## src/rtl/clock_pkg.sv

```systemverilog
// rtl/clock_pkg.sv - shared seconds-of-day constants and width helper for the clock and output formatter
package clock_pkg;

    localparam int DAY_SECONDS     = 86400;
    localparam int SEC_PER_MIN     = 60;
    localparam int SEC_PER_HOUR    = 3600;
    localparam int SEC_PER_HALFDAY = 43200;

    // Bits needed to index 0..n-1; never narrower than one bit.
    function automatic int cw_of(input int n);
        return (n <= 1) ? 1 : $clog2(n);
    endfunction

endpackage

```

## src/rtl/alarm_channel.sv

```systemverilog
// rtl/alarm_channel.sv - one alarm channel: setpoint, match, ringing flag, snooze counter under ALARM_SNOOZE_EN
module alarm_channel
    import clock_pkg::*;
#(
    parameter int CW             = 17,
    parameter int SNOOZE_SECONDS = 300
) (
    input  logic          clock,
    input  logic          reset_n,
    input  logic          wr,
    input  logic [CW-1:0] wr_time,
    input  logic          en,
    input  logic          advance,
    input  logic [CW-1:0] next_time,
    input  logic          snooze,
    output logic          ringing
);

    logic [CW-1:0] setpoint_q;
    logic [CW-1:0] setpoint_d;
    logic          ring_q;
    logic          ring_d;
    logic          match;

    // Setpoint only changes on a write; the old value is still used for this edge's match.
    always_comb begin
        setpoint_d = setpoint_q;
        if (wr) begin
            setpoint_d = wr_time;
        end
    end

    // Only an advancing timestamp can match; loaded times never ring.
    assign match = en && advance && (next_time == setpoint_q);

`ifdef ALARM_SNOOZE_EN
    localparam int SW = cw_of(SNOOZE_SECONDS + 1);

    logic [SW-1:0] snz_cnt_q;
    logic [SW-1:0] snz_cnt_d;
    logic          snz_act_q;
    logic          snz_act_d;

    // Priority: disable clears everything, a fresh match beats snooze, then snooze countdown.
    always_comb begin
        ring_d    = ring_q;
        snz_cnt_d = snz_cnt_q;
        snz_act_d = snz_act_q;
        if (!en) begin
            ring_d    = 1'b0;
            snz_act_d = 1'b0;
            snz_cnt_d = '0;
        end else if (match) begin
            ring_d    = 1'b1;
            snz_act_d = 1'b0;
            snz_cnt_d = '0;
        end else if (snooze && ring_q) begin
            ring_d    = 1'b0;
            snz_act_d = 1'b1;
            snz_cnt_d = SW'(SNOOZE_SECONDS);
        end else if (snz_act_q && advance) begin
            // advance is already low while set_flag is high, which freezes the countdown.
            if (snz_cnt_q <= SW'(1)) begin
                ring_d    = 1'b1;
                snz_act_d = 1'b0;
                snz_cnt_d = '0;
            end else begin
                snz_cnt_d = snz_cnt_q - SW'(1);
            end
        end
    end

    // Snooze counter state; idle after reset.
    always_ff @(posedge clock or negedge reset_n) begin
        if (!reset_n) begin
            snz_cnt_q <= '0;
            snz_act_q <= 1'b0;
        end else begin
            snz_cnt_q <= snz_cnt_d;
            snz_act_q <= snz_act_d;
        end
    end
`else
    logic unused_snooze;

    // Without snooze the flag is simply set by a match and cleared by disable.
    always_comb begin
        ring_d = ring_q;
        if (!en) begin
            ring_d = 1'b0;
        end else if (match) begin
            ring_d = 1'b1;
        end
    end

    assign unused_snooze = snooze ^ (SNOOZE_SECONDS > 0);
`endif

    // Setpoint and ringing flag registers.
    always_ff @(posedge clock or negedge reset_n) begin
        if (!reset_n) begin
            setpoint_q <= '0;
            ring_q     <= 1'b0;
        end else begin
            setpoint_q <= setpoint_d;
            ring_q     <= ring_d;
        end
    end

    assign ringing = ring_q;

endmodule

```

## src/rtl/alarm_clock_core.sv

```systemverilog
// rtl/alarm_clock_core.sv - seconds-of-day clock with NUM_ALARMS channels; snooze under ALARM_SNOOZE_EN
module alarm_clock_core #(
    parameter int  TICKS_PER_SEC  = 2,
    parameter int  DAY_SECONDS    = clock_pkg::DAY_SECONDS,
    parameter int  NUM_ALARMS     = 4,
    parameter int  SNOOZE_SECONDS = 300,
    localparam int CW             = clock_pkg::cw_of(DAY_SECONDS),
    localparam int AW             = clock_pkg::cw_of(NUM_ALARMS)
) (
    input  logic                  clock,
    input  logic                  reset_n,
    input  logic                  set_flag,
    input  logic [CW-1:0]         set_time,
    input  logic                  alarm_wr,
    input  logic [AW-1:0]         alarm_sel,
    input  logic [CW-1:0]         alarm_wr_time,
    input  logic [NUM_ALARMS-1:0] alarm_en,
    input  logic [NUM_ALARMS-1:0] snooze,
    output logic [CW-1:0]         counter_state,
    output logic                  sec_tick,
    output logic [NUM_ALARMS-1:0] alarm_state,
    output logic                  alarm_any
);

    localparam int            PW         = clock_pkg::cw_of(TICKS_PER_SEC);
    localparam logic [PW-1:0] PRESC_LAST = PW'(TICKS_PER_SEC - 1);
    localparam logic [CW-1:0] TIME_LAST  = CW'(DAY_SECONDS - 1);
    localparam logic [CW:0]   DAY_LIM    = (CW + 1)'(DAY_SECONDS);

    logic [PW-1:0]         presc_q;
    logic [PW-1:0]         presc_d;
    logic [CW-1:0]         count_q;
    logic [CW-1:0]         count_d;
    logic                  tick_q;
    logic                  tick_d;
    logic                  alarm_any_q;
    logic                  alarm_any_d;
    logic                  advance;
    logic [CW-1:0]         next_time;
    logic [CW-1:0]         load_time;
    logic [NUM_ALARMS-1:0] ring;

    assign advance   = !set_flag && (presc_q == PRESC_LAST);
    assign next_time = (count_q == TIME_LAST) ? '0 : count_q + CW'(1);
    assign load_time = ({1'b0, set_time} >= DAY_LIM) ? '0 : set_time;

    // Prescaler wraps at terminal count and is held at zero while setting.
    always_comb begin
        presc_d = presc_q + PW'(1);
        if (set_flag || (presc_q == PRESC_LAST)) begin
            presc_d = '0;
        end
    end

    // Timestamp: load while setting, otherwise advance once per prescaler wrap.
    always_comb begin
        count_d = count_q;
        tick_d  = 1'b0;
        if (set_flag) begin
            count_d = load_time;
        end else if (advance) begin
            count_d = next_time;
            tick_d  = 1'b1;
        end
    end

    // Summary flag follows the channel flags one edge later.
    always_comb begin
        alarm_any_d = |ring;
    end

    // Prescaler, timestamp and output registers.
    always_ff @(posedge clock or negedge reset_n) begin
        if (!reset_n) begin
            presc_q     <= '0;
            count_q     <= '0;
            tick_q      <= 1'b0;
            alarm_any_q <= 1'b0;
        end else begin
            presc_q     <= presc_d;
            count_q     <= count_d;
            tick_q      <= tick_d;
            alarm_any_q <= alarm_any_d;
        end
    end

    // One channel per alarm; a select beyond NUM_ALARMS-1 matches no channel.
    for (genvar gi = 0; gi < NUM_ALARMS; gi++) begin : g_ch
        logic wr_hit;
        assign wr_hit = alarm_wr && (alarm_sel == AW'(gi));

        alarm_channel #(
            .CW             (CW),
            .SNOOZE_SECONDS (SNOOZE_SECONDS)
        ) u_ch (
            .clock     (clock),
            .reset_n   (reset_n),
            .wr        (wr_hit),
            .wr_time   (alarm_wr_time),
            .en        (alarm_en[gi]),
            .advance   (advance),
            .next_time (next_time),
            .snooze    (snooze[gi]),
            .ringing   (ring[gi])
        );
    end

    assign counter_state = count_q;
    assign sec_tick      = tick_q;
    assign alarm_state   = ring;
    assign alarm_any     = alarm_any_q;

endmodule

```

## config.mk

```make
export PLATFORM = sky130hd
export DESIGN_NAME = alarm_clock_core
export DESIGN_NICKNAME = d
export VERILOG_FILES = /design/src/rtl/clock_pkg.sv /design/src/rtl/alarm_channel.sv /design/src/rtl/alarm_clock_core.sv
export SDC_FILE = /design/constraint.sdc
export NUM_CORES = 1
export LEC_CHECK = 0
export CORE_MARGIN = 2
export CORE_UTILIZATION = 55
export DETAILED_ROUTE_END_ITERATION = 10
export PLACE_DENSITY_LB_ADDON = 0.3
export SYNTH_ARGS = -nofsm -noshare
export SYNTH_HDL_FRONTEND = slang
export SYNTH_HIERARCHICAL = 1
export SYNTH_SLANG_ARGS = --single-unit
```

## constraint.sdc

```tcl
create_clock -name clock -period 2.5 [get_ports clock]
set_input_delay 0.25 -clock clock [delete_from_list [all_inputs] [get_ports clock]]
set_output_delay 0.25 -clock clock [all_outputs]
set_load 0.1 [all_outputs]
```

=== Yosys cells after proc, flatten, opt, wreduce, memory -nomap -nowiden ===
Cells that the tools add are included.

* Word-level logic and storage cells: 60
* Register bits after elaboration: 92
* Input port bits: 48

* Add/sub/neg operators: 2
* Reductions and logical operators: 18
* Mux-type cells: 15
* Equal/unequal tests: 12
* Order comparisons: 1

{| class="wikitable"
|+ Operator list
! kind !! number
|-
| equality test 17 bit || 4
|-
| 2-to-1 mux 17 bit || 4
|-
| adder 17 x 1 -> 17 bit (second input constant) || 1
|-
| equality test 17 bit (second input constant) || 1
|-
| >= comparator 17 bit (second input constant) || 1
|-
| logical AND 1 bit || 13
|-
| 2-to-1 mux 1 bit || 11
|-
| inequality test 2 x 1 -> 1 bit (second input constant) || 4
|-
| equality test 2 bit (second input constant) || 2
|-
| OR reduction 4 bit || 1
|-
| equality test 2 x 1 -> 1 bit (second input constant) || 1
|-
| zero test 2 bit || 1
|-
| nonzero test 2 bit || 1
|-
| adder 1 bit (second input constant) || 1
|-
| zero test 1 bit || 1
|-
| logical OR 1 bit || 1
|}

=== Logic depth before layout (Yosys ltp) ===
Gate-level depths: netlist of run 1.

* Depth in word-level cells: 6
* Gate-level depth with buffers: 10
* Gate-level depth less buffers: 9

=== Hierarchy ===
Netlist of run 1, hierarchy kept.

{| class="wikitable"
|+ Modules (own cells, without submodules)
! module !! seq. area each (um^2) !! cells an instance !! instances !! area an instance (um^2)
|-
| alarm_channel || 450.4 || 62 || 4 || 848.3
|-
| alarm_clock_core || 500.5 || 181 || 1 || 1514.0
|}

=== Worst setup path before layout of run 1 ===
OpenSTA, ideal clock, no wires.

* Path kind: register to register
* From: register count_q[0], in the netlist counter_state[0]
* To: register g_ch[0].u_ch.ring_q
* Cell stages (with the launch flop): 11
* Path buffers: 1
* Data arrival time: 2.925 ns
* Period minus slack after synthesis: 3.001 ns
* Path slack: -0.501 ns
* Cell sequence: dfrtp_1 ha_1 nand4_4 or2_1 buf_6 nor2_2 nor2_1 xor2_1 nor4_1 nand3_1 o21ai_1

* Longest elaborated chain between the ends: 5
* Elaborated cells between the ends (all ways): 6
* Those cells by class: 1 x add/sub; 3 x eq/ne; 1 x mux; 1 x reduce/logical

{| class="wikitable"
|+ Ends and longest elaborated chain
! item !! RTL line !! text
|-
| start, declared || alarm_clock_core.sv:32 || <nowiki>logic [CW-1:0] count_q;</nowiki>
|-
| start signal, assigned || alarm_clock_core.sv:81 || <nowiki>count_q <= count_d;</nowiki>
|-
| adder 17 x 1 -> 17 bit / equality test 17 bit (equally long branches) || alarm_clock_core.sv:44 || <nowiki>assign next_time = (count_q == TIME_LAST) ? '0 : count_q + CW'(1);</nowiki>
|-
| 2-to-1 mux 17 bit (*) || alarm_clock_core.sv:44 ||
|-
| net next_time[0] || alarm_clock_core.sv:39 || <nowiki>logic [CW-1:0] next_time;</nowiki>
|-
| equality test 17 bit (*) || alarm_channel.sv:34 || <nowiki>assign match = en && advance && (next_time == setpoint_q);</nowiki>
|-
| logical AND 1 bit (*) || alarm_channel.sv:34 ||
|-
| inequality test 2 x 1 -> 1 bit (no line) (*) || - ||
|-
| end signal, assigned || alarm_channel.sv:106 || <nowiki>ring_q <= ring_d;</nowiki>
|-
| end, declared || alarm_channel.sv:21 || <nowiki>logic ring_q;</nowiki>
|}

Mark *: on every way through the listed nets, which the timed path passes. The rest lies on a longest branch.
A chain may end at the register's enable or synchronous reset.

=== Worst setup path after layout of run 1 ===
* From: register count_q[9], in the netlist counter_state[9]
* To: register g_ch[3].u_ch.ring_q

* Longest elaborated chain between the ends: 5
* Elaborated cells between the ends (all ways): 6
* Those cells by class: 1 x add/sub; 3 x eq/ne; 1 x mux; 1 x reduce/logical

{| class="wikitable"
|+ Ends and longest elaborated chain
! item !! RTL line
|-
| equality test 17 bit || alarm_clock_core.sv:44
|-
| 2-to-1 mux 17 bit || alarm_clock_core.sv:44
|-
| net next_time[8] || alarm_clock_core.sv:39
|-
| equality test 17 bit || alarm_channel.sv:34
|-
| logical AND 1 bit || alarm_channel.sv:34
|-
| inequality test 2 x 1 -> 1 bit (no line) || -
|-
| end signal, assigned || alarm_channel.sv:106
|-
| end, declared || alarm_channel.sv:21
|}

The timed path passes the listed nets, and every way through them passes these cells.

==> impl_results.md, run 1 <==
- Post-synth top cells: dfrtp_1, xor2_1, mux2_2
- Hold Crit Class: input port to asynchronous set/reset pin
- Vias in the first global route: 3703
- FFs w/ async S/R, synth: 100.0%
- Share of cells above drive strength 1: 37.13%
- Hold Slack: 0.3686 ns
- Post-route ant nets: 0
- Fin crit share: 97.76%
- Port bufs: 66
- Die Y: 98.46 um
- Clock transition at path regs: 0.10 ns
- Syn Inst Count: 429
- Synth warn: 6
- Final net count: 580
- WL/cell: 19.04 um
- DRT Wirelength: 12.26 mm
- Worst Path Max Fanout: 5
- Post-route insts no fill: 644
- Vias per inst: 5.870
- Die X-Extent: 98.46 um
- H-tree lvl count: 3
- Status: finished clean
- Int Pwr: 3.037 mW
- Layout Skew: 0.01027 ns
- Unique masters post-synth: 50
- Largest net degree at the start of global routing: 41
- # diodes: 0
- Reg power frac: 42.7%
- Post-synth EDFFs: 0
- Antenna violations before repair: 0
- Core ar.: 0.008678 sq mm
- Fin. Hold Viols: 0
- CTS max path bufs: 2
- Pwr dens: 726.6 mW/mm^2
- Critical Path AT: 2.72 ns
- Worst vdd ir: 0.0004692 V
- Synth Register Bits: 92
- Total grt overflow: 0
- Setup violators final: 0
- CTS Buf Count: 9
- Synthesis-to-finish area growth: 28.81%
- Mapped Avg Cell Area: 11.44 sq um
- Ys flop type: dfrtp_1
- Max Fclk: 0.4092 GHz
- Clk root buf: clkbuf_8
- Logic pwr share: 30.0%
- Synth Net Count: 478
- Crit end category: register
- GRT Overall Usage: 25.00%
- Yosys top cell by area: dfrtp_1
- Largest cells by area after synthesis: dfrtp_1, mux2_2, xor2_1
- Top Ports: 71
- First-pass GRT wire length: 18.99 mm
- Post-synthesis sequential area ratio: 46.91%
- Clock sinks: 92
- Hpwl dp: 8.622 mm
- Via count: 3780
- LEAKAGE: 2.672 nW
- Top-area cell type share of the netlist area: 46.91%
- Clock power frac: 27.3%
- Slew @ Worst Pin: 0.5400 ns
- Row Count: 34
- GP Congestion: 0.8975
- P_sw: 1.556 mW
- Rel. slew slack: 63.62%
- Synthesized area: 0.004907 sq mm
- Most common cell in the netlist: dfrtp_1
- First-pass iteration count of the detailed router: 5
- Residual DRC count: 0
- Max-cap violations: 0
- Final Max Tran Viols: 0
- Die area: 0.009693 sq mm
- Starting density of the core: 56.55%
- Required time worst endpoint: 2.77 ns
- Placed Cells: 622
- Critical path startpoint category: register
- Min Tclk post-route: 2.444 ns
- Kind of critical path: register to register
- Clock Latency Late Sink: 0.36 ns
- Post-route setup TNS: 0 ns
- TritonCTS clock tree: done
- Sw Ratio: 33.87%
- 1st-iter DRT viols: 167
-- stage by stage --
stage	power, mW	util [%]	worst slack [ns]	cell area, sq um
2_1_floorplan	2.849	-	0.004622	4954
3_3_place_gp	3.239	67.45	0.02754	5853
3_5_place_dp	3.272	67.45	-0.02274	5853
4_1_cts	4.532	70.73	-0.007543	6138
5_1_grt	4.800	72.84	-0.1087	6321
6_report	4.593	72.84	0.05595	6321
-- per-layer routing --
layer / vias to the layer above / share of wire [%] / GRT usage [%]
met1: 1900 / 44 / 34.68
met5: - / 0 / 0
met3: 24 / 4.9 / 3.546
met4: 0 / 2.2 / 9.484
met2: 116 / 49 / 40.29
li1: 1740 / - / -
-- worst max-delay path: stages, from the launching register on --
cell and delay, ns:
dfrtp_2 0.47, nor4b_2 0.28, nand4_1 0.22, nor2_4 0.25, buf_4 0.15, nor2_1 0.05, buf_4 0.16, xor2_1 0.14
nor4_1 0.27, nand4_1 0.17, o21ai_1 0.20
-- placed cells by master (no fill, tap or decap), drive strengths merged, types with 2 or more instances in the layout --
| cell type | instances |
|---|---|
| nor3 | 8 |
| xnor2 | 15 |
| a22o | 3 |
| xor2 | 73 |
| mux2 | 69 |
| clkinv | 3 |
| and3 | 2 |
| nor4 | 22 |
| buf | 69 |
| o21ai | 12 |
| nor2 | 21 |
| nor4b | 2 |
| nand4 | 15 |
| dfrtp | 92 |
| and4 | 2 |
| nand2 | 22 |
| clkbuf | 10 |
| clkdlybuf4s50 | 42 |
| a22oi | 3 |
| bufinv | 3 |
| inv | 8 |
| a31oi | 2 |
| o211ai | 3 |
| a21oi | 3 |
| nand3 | 11 |
-- state kept, by name (all words and copies together) (netlist names) --
| register | cells |
|---|---|
| presc_q | 1 |
| g_ch.u_ch/ringing | 4 |
| alarm_any | 1 |
| g_ch.u_ch/setpoint_q | 68 |
| counter_state | 17 |
| sec_tick | 1 |
-- logic make-up (layout without fill, tap and decap cells) --
logic type               Yosys count  in the layout  share of synthesized area [%]
adder cells (fa/ha/maj)            1              1                         0.2549
AO/OA/AOI/OAI                     37             37                          5.151
buffers and inverters             30            137                          3.569
flip-flops                        92             92                          46.91
AND/OR/NAND/NOR                  112            112                          12.57
multiplexers                      69             69                          15.83
XOR/XNOR                          88             88                          15.71
-- power groups by stage --
stage                     Sequential (mW)  Combinational (mW)  Clock [mW]
after floorplan                      2.17               0.674           0
after global placement               1.97                1.27           0
after detailed placement             1.98                1.29           0
after CTS                            1.95                1.31        1.27
after global routing                 1.99                1.48        1.34
final                                1.96                1.38        1.26
-- worst paths after layout --
check,endpoint,depth (start not counted),start,slack [ns]
setup / recovery,g_ch[3].u_ch/ringing$_DFFE_PN0P_,10,counter_state[9]$_DFFE_PN0P_,0.06
hold / removal,counter_state[7]$_DFFE_PN0P_,2,reset_n,0.37
max in group asynchronous,g_ch[3].u_ch/setpoint_q[8]$_DFFE_PN0P_,3,reset_n,1.22
setup reg to reg,g_ch[3].u_ch/ringing$_DFFE_PN0P_,10,counter_state[9]$_DFFE_PN0P_,0.06
min in group clock,counter_state[6]$_DFFE_PN0P_,3,set_time[6],0.44
hold reg to reg,g_ch[2].u_ch/setpoint_q[1]$_DFFE_PN0P_,1,g_ch[2].u_ch/setpoint_q[1]$_DFFE_PN0P_,0.53
-- area by class of cell --
type | count | area [sq um]
multi-input combinational | 307 | 2596
fill | 631 | 2357
sequential | 92 | 2336
timing repair buffer | 112 | 959.7
clock buffer | 10 | 137.6
tap | 108 | 135.1
clock inverter | 6 | 122.6
inverter | 9 | 33.78
-- repair_timing --
| action | in CTS | in global routing |
|---|---|---|
| buffers inserted | 0 | 5 |
| hold endpoints to repair | 34 | 0 |
| gates resized for setup | 2 | 25 |
| setup endpoints to repair | 4 | 4 |
| hold buffers | 1 | 0 |
| pin swaps | 0 | 27 |
No activity file was read; power rests on OpenSTA's default activity.
==> inputs of run 2 (changes only) <==
--- a/config.mk
+++ b/config.mk
@@ -9,7 +9,9 @@
 export CORE_UTILIZATION = 55
 export DETAILED_ROUTE_END_ITERATION = 10
 export PLACE_DENSITY_LB_ADDON = 0.3
+export SLEW_MARGIN = 0
 export SYNTH_ARGS = -nofsm -noshare
 export SYNTH_HDL_FRONTEND = slang
 export SYNTH_HIERARCHICAL = 1
 export SYNTH_SLANG_ARGS = --single-unit
+export TNS_END_PERCENT = 10
==> run 2 against run 1 <==
  * Final area down 0.85%
  * Register-to-register slack about the same
  * Combinational power about the same
  * Clock skew up 0.0017 ns
  * First-iteration DRC count up 7.8%
  * Critical path type unchanged
  * Wire length down 2.0%
  * Non-clock buffer count down 3
  * Hold slack worse by 0.0072 ns
  * Critical endpoint unchanged
==> impl_results.md, run 2 (synthesized netlist as in run 1, its figures left out) <==
- Status: finished clean
- Setup violators final: 0
- Commonest cells after routing, fill and taps aside: dfrtp_1, xor2_1, mux2_2
- Max-cap violations: 0
- Largest Register: g_ch.u_ch/setpoint_q
- Rel. slew slack: 64.48%
- Residual DRC count: 0
- Slowest CP cell: dfrtp_4
- Max incr delay on CP: 0.53 ns
- Vias per inst: 5.860
- CTS max path bufs: 2
- # diodes: 0
- Critical Path Start: counter_state[7]$_DFFE_PN0P_
- Final net count: 577
- Crit end category: register
- Worst vdd ir: 0.0004670 V
- First-pass GRT wire length: 18.99 mm
- Clock Latency Late Sink: 0.36 ns
- Starting density of the core: 56.55%
- Synthesis-to-finish area growth: 27.72%
- Layout Skew: 0.01198 ns
- Most used cell, CP: buf_4
- Critical Path AT: 2.71 ns
- Fin crit share: 97.53%
- Critical Path Sink: g_ch[3].u_ch/ringing$_DFFE_PN0P_
- Die area: 0.009693 sq mm
- Largest net degree at the start of global routing: 41
- Total power: 4.574 mW
- R2R Path End: g_ch[3].u_ch/ringing$_DFFE_PN0P_
- Max Fclk: 0.4101 GHz
- 1st-iter DRT viols: 180
- Pwr dens: 729.8 mW/mm^2
- GRT Overall Usage: 25.00%
- Kind of critical path: register to register
- Antenna violations before repair: 0
- Final Max Tran Viols: 0
- Core Util, Final: 72.22%
- First-pass iteration count of the detailed router: 4
- Hold Crit Class: input port to asynchronous set/reset pin
- DP Worst Slack: -0.02274 ns
- GP Congestion: 0.8975
- Clock sinks: 92
- Total grt overflow: 0
- Largest register FFs: 68
- WL/cell: 18.75 um
- LEAKAGE: 2.651 nW
- Reg-to-reg slack, setup: 0.06 ns
- Vias in the first global route: 3703
- Worst Path Max Fanout: 5
- Finished Cell Area: 0.006267 sq mm
- Clock transition at path regs: 0.10 ns
- Critical path startpoint category: register
- Min Tclk post-route: 2.438 ns
- Final worst slack: 0.06175 ns
- Die Y: 98.46 um
- Share of cells above drive strength 1: 36.02%
- RSZ-0062 raised after global routing: yes
- Commonest non-fill, non-tap cell in the layout: dfrtp_1
- CP cell instances: nor4b_2 > nand4_1 > nor2_4 > buf_4 > nor2_1 > buf_4 > xor2_1 > nor4_2 > nand3_1 > o21ai_1
- Dpl cell area: 0.005853 sq mm
- Worst r2r src: counter_state[7]$_DFFE_PN0P_
- Post-route setup TNS: 0 ns
- Post-route ant nets: 0
- Via count: 3756
- Top Ports: 71
- CTS Buf Count: 9
- Slew @ Worst Pin: 0.5273 ns
- Row Count: 34
- Hpwl dp: 8.622 mm
- FF-to-FF path depth: 10
- H-tree lvl count: 3
- Required time worst endpoint: 2.78 ns
- DRT Wirelength: 12.02 mm
- Port bufs: 66
- TritonCTS clock tree: done
- Core ar.: 0.008678 sq mm
- Fin. Hold Viols: 0
- Clk root buf: clkbuf_8
- Die X-Extent: 98.46 um
-- run 2: changes by cell type in the layout (fill, tap and decap cells not counted), sizes merged --
cell and delta:
buf -3
-- run 2: power by group --
part | leakage [nW] | internal, mW | switching, mW
Clock | 0.125 | 0.702 | 0.556
Sequential | 1.09 | 1.74 | 0.214
Combinational | 1.43 | 0.587 | 0.772
Total | 2.65 | 3.03 | 1.54
-- run 2: critical path, delay by kind of cell (launching register included) --
family,cells,cell delay [ns]
compound gates,1,0.20
xor+xnor,1,0.15
buf+inv,2,0.32
flops,1,0.53
simple gates,6,1.16
-- run 2: metrics by stage --
| step | hold WS [ns] | std cells |
|---|---|---|
| 4_1_cts | 0.3903 | 639 |
| 3_5_place_dp | 0.2371 | 622 |
| 2_1_floorplan | -0.04559 | 429 |
| 3_3_place_gp | 0.2298 | 622 |
| 5_1_grt | 0.4104 | 641 |
| 6_report | 0.3613 | 641 |
-- run 2: final cells by class --
type,count,area (sq um)
Multi-Input combinational cell,307,2576
Fill cell,631,2411
Sequential cell,92,2336
Timing Repair Buffer,109,925.9
Clock buffer,10,137.6
Tap cell,108,135.1
Clock inverter,6,122.6
Inverter,9,33.78
-- run 2: per-layer routing --
metal / wire [um] / vias up / track usage [%]
li1: - / 1727 / -
met5: 0 / - / 0
met2: 5906 / 114 / 40.29
met3: 631 / 15 / 3.546
met4: 217 / 0 / 9.484
met1: 5260 / 1900 / 34.68
-- run 2: repair_timing --
item | CTS | global route
pin swaps | 0 | 17
hold buffers | 1 | 0
hold endpoints to repair | 34 | 0
endpoints found under the setup margin | 4 | 4
setup buffers | 0 | 2
resized for setup | 2 | 18
-- run 2: worst min-delay path by stage --
stage,from,to,cells after the start
after detailed placement,reset_n,counter_state[7]$_DFFE_PN0P_,1
after global placement,reset_n,counter_state[7]$_DFFE_PN0P_,1
after CTS,reset_n,counter_state[7]$_DFFE_PN0P_,2
after global routing,reset_n,counter_state[7]$_DFFE_PN0P_,2
final,reset_n,counter_state[7]$_DFFE_PN0P_,2
after floorplan,reset_n,alarm_any$_DFF_PN0_,0
==> inputs of run 3 (changes only) <==
--- a/config.mk
+++ b/config.mk
@@ -7,6 +7,7 @@
 export LEC_CHECK = 0
 export CORE_MARGIN = 2
 export CORE_UTILIZATION = 55
+export CTS_CLUSTER_SIZE = 25
 export DETAILED_ROUTE_END_ITERATION = 10
 export PLACE_DENSITY_LB_ADDON = 0.3
 export SLEW_MARGIN = 0
==> results of run 3 <==
Final layout, timing and power as in run 2 (identical DEF).
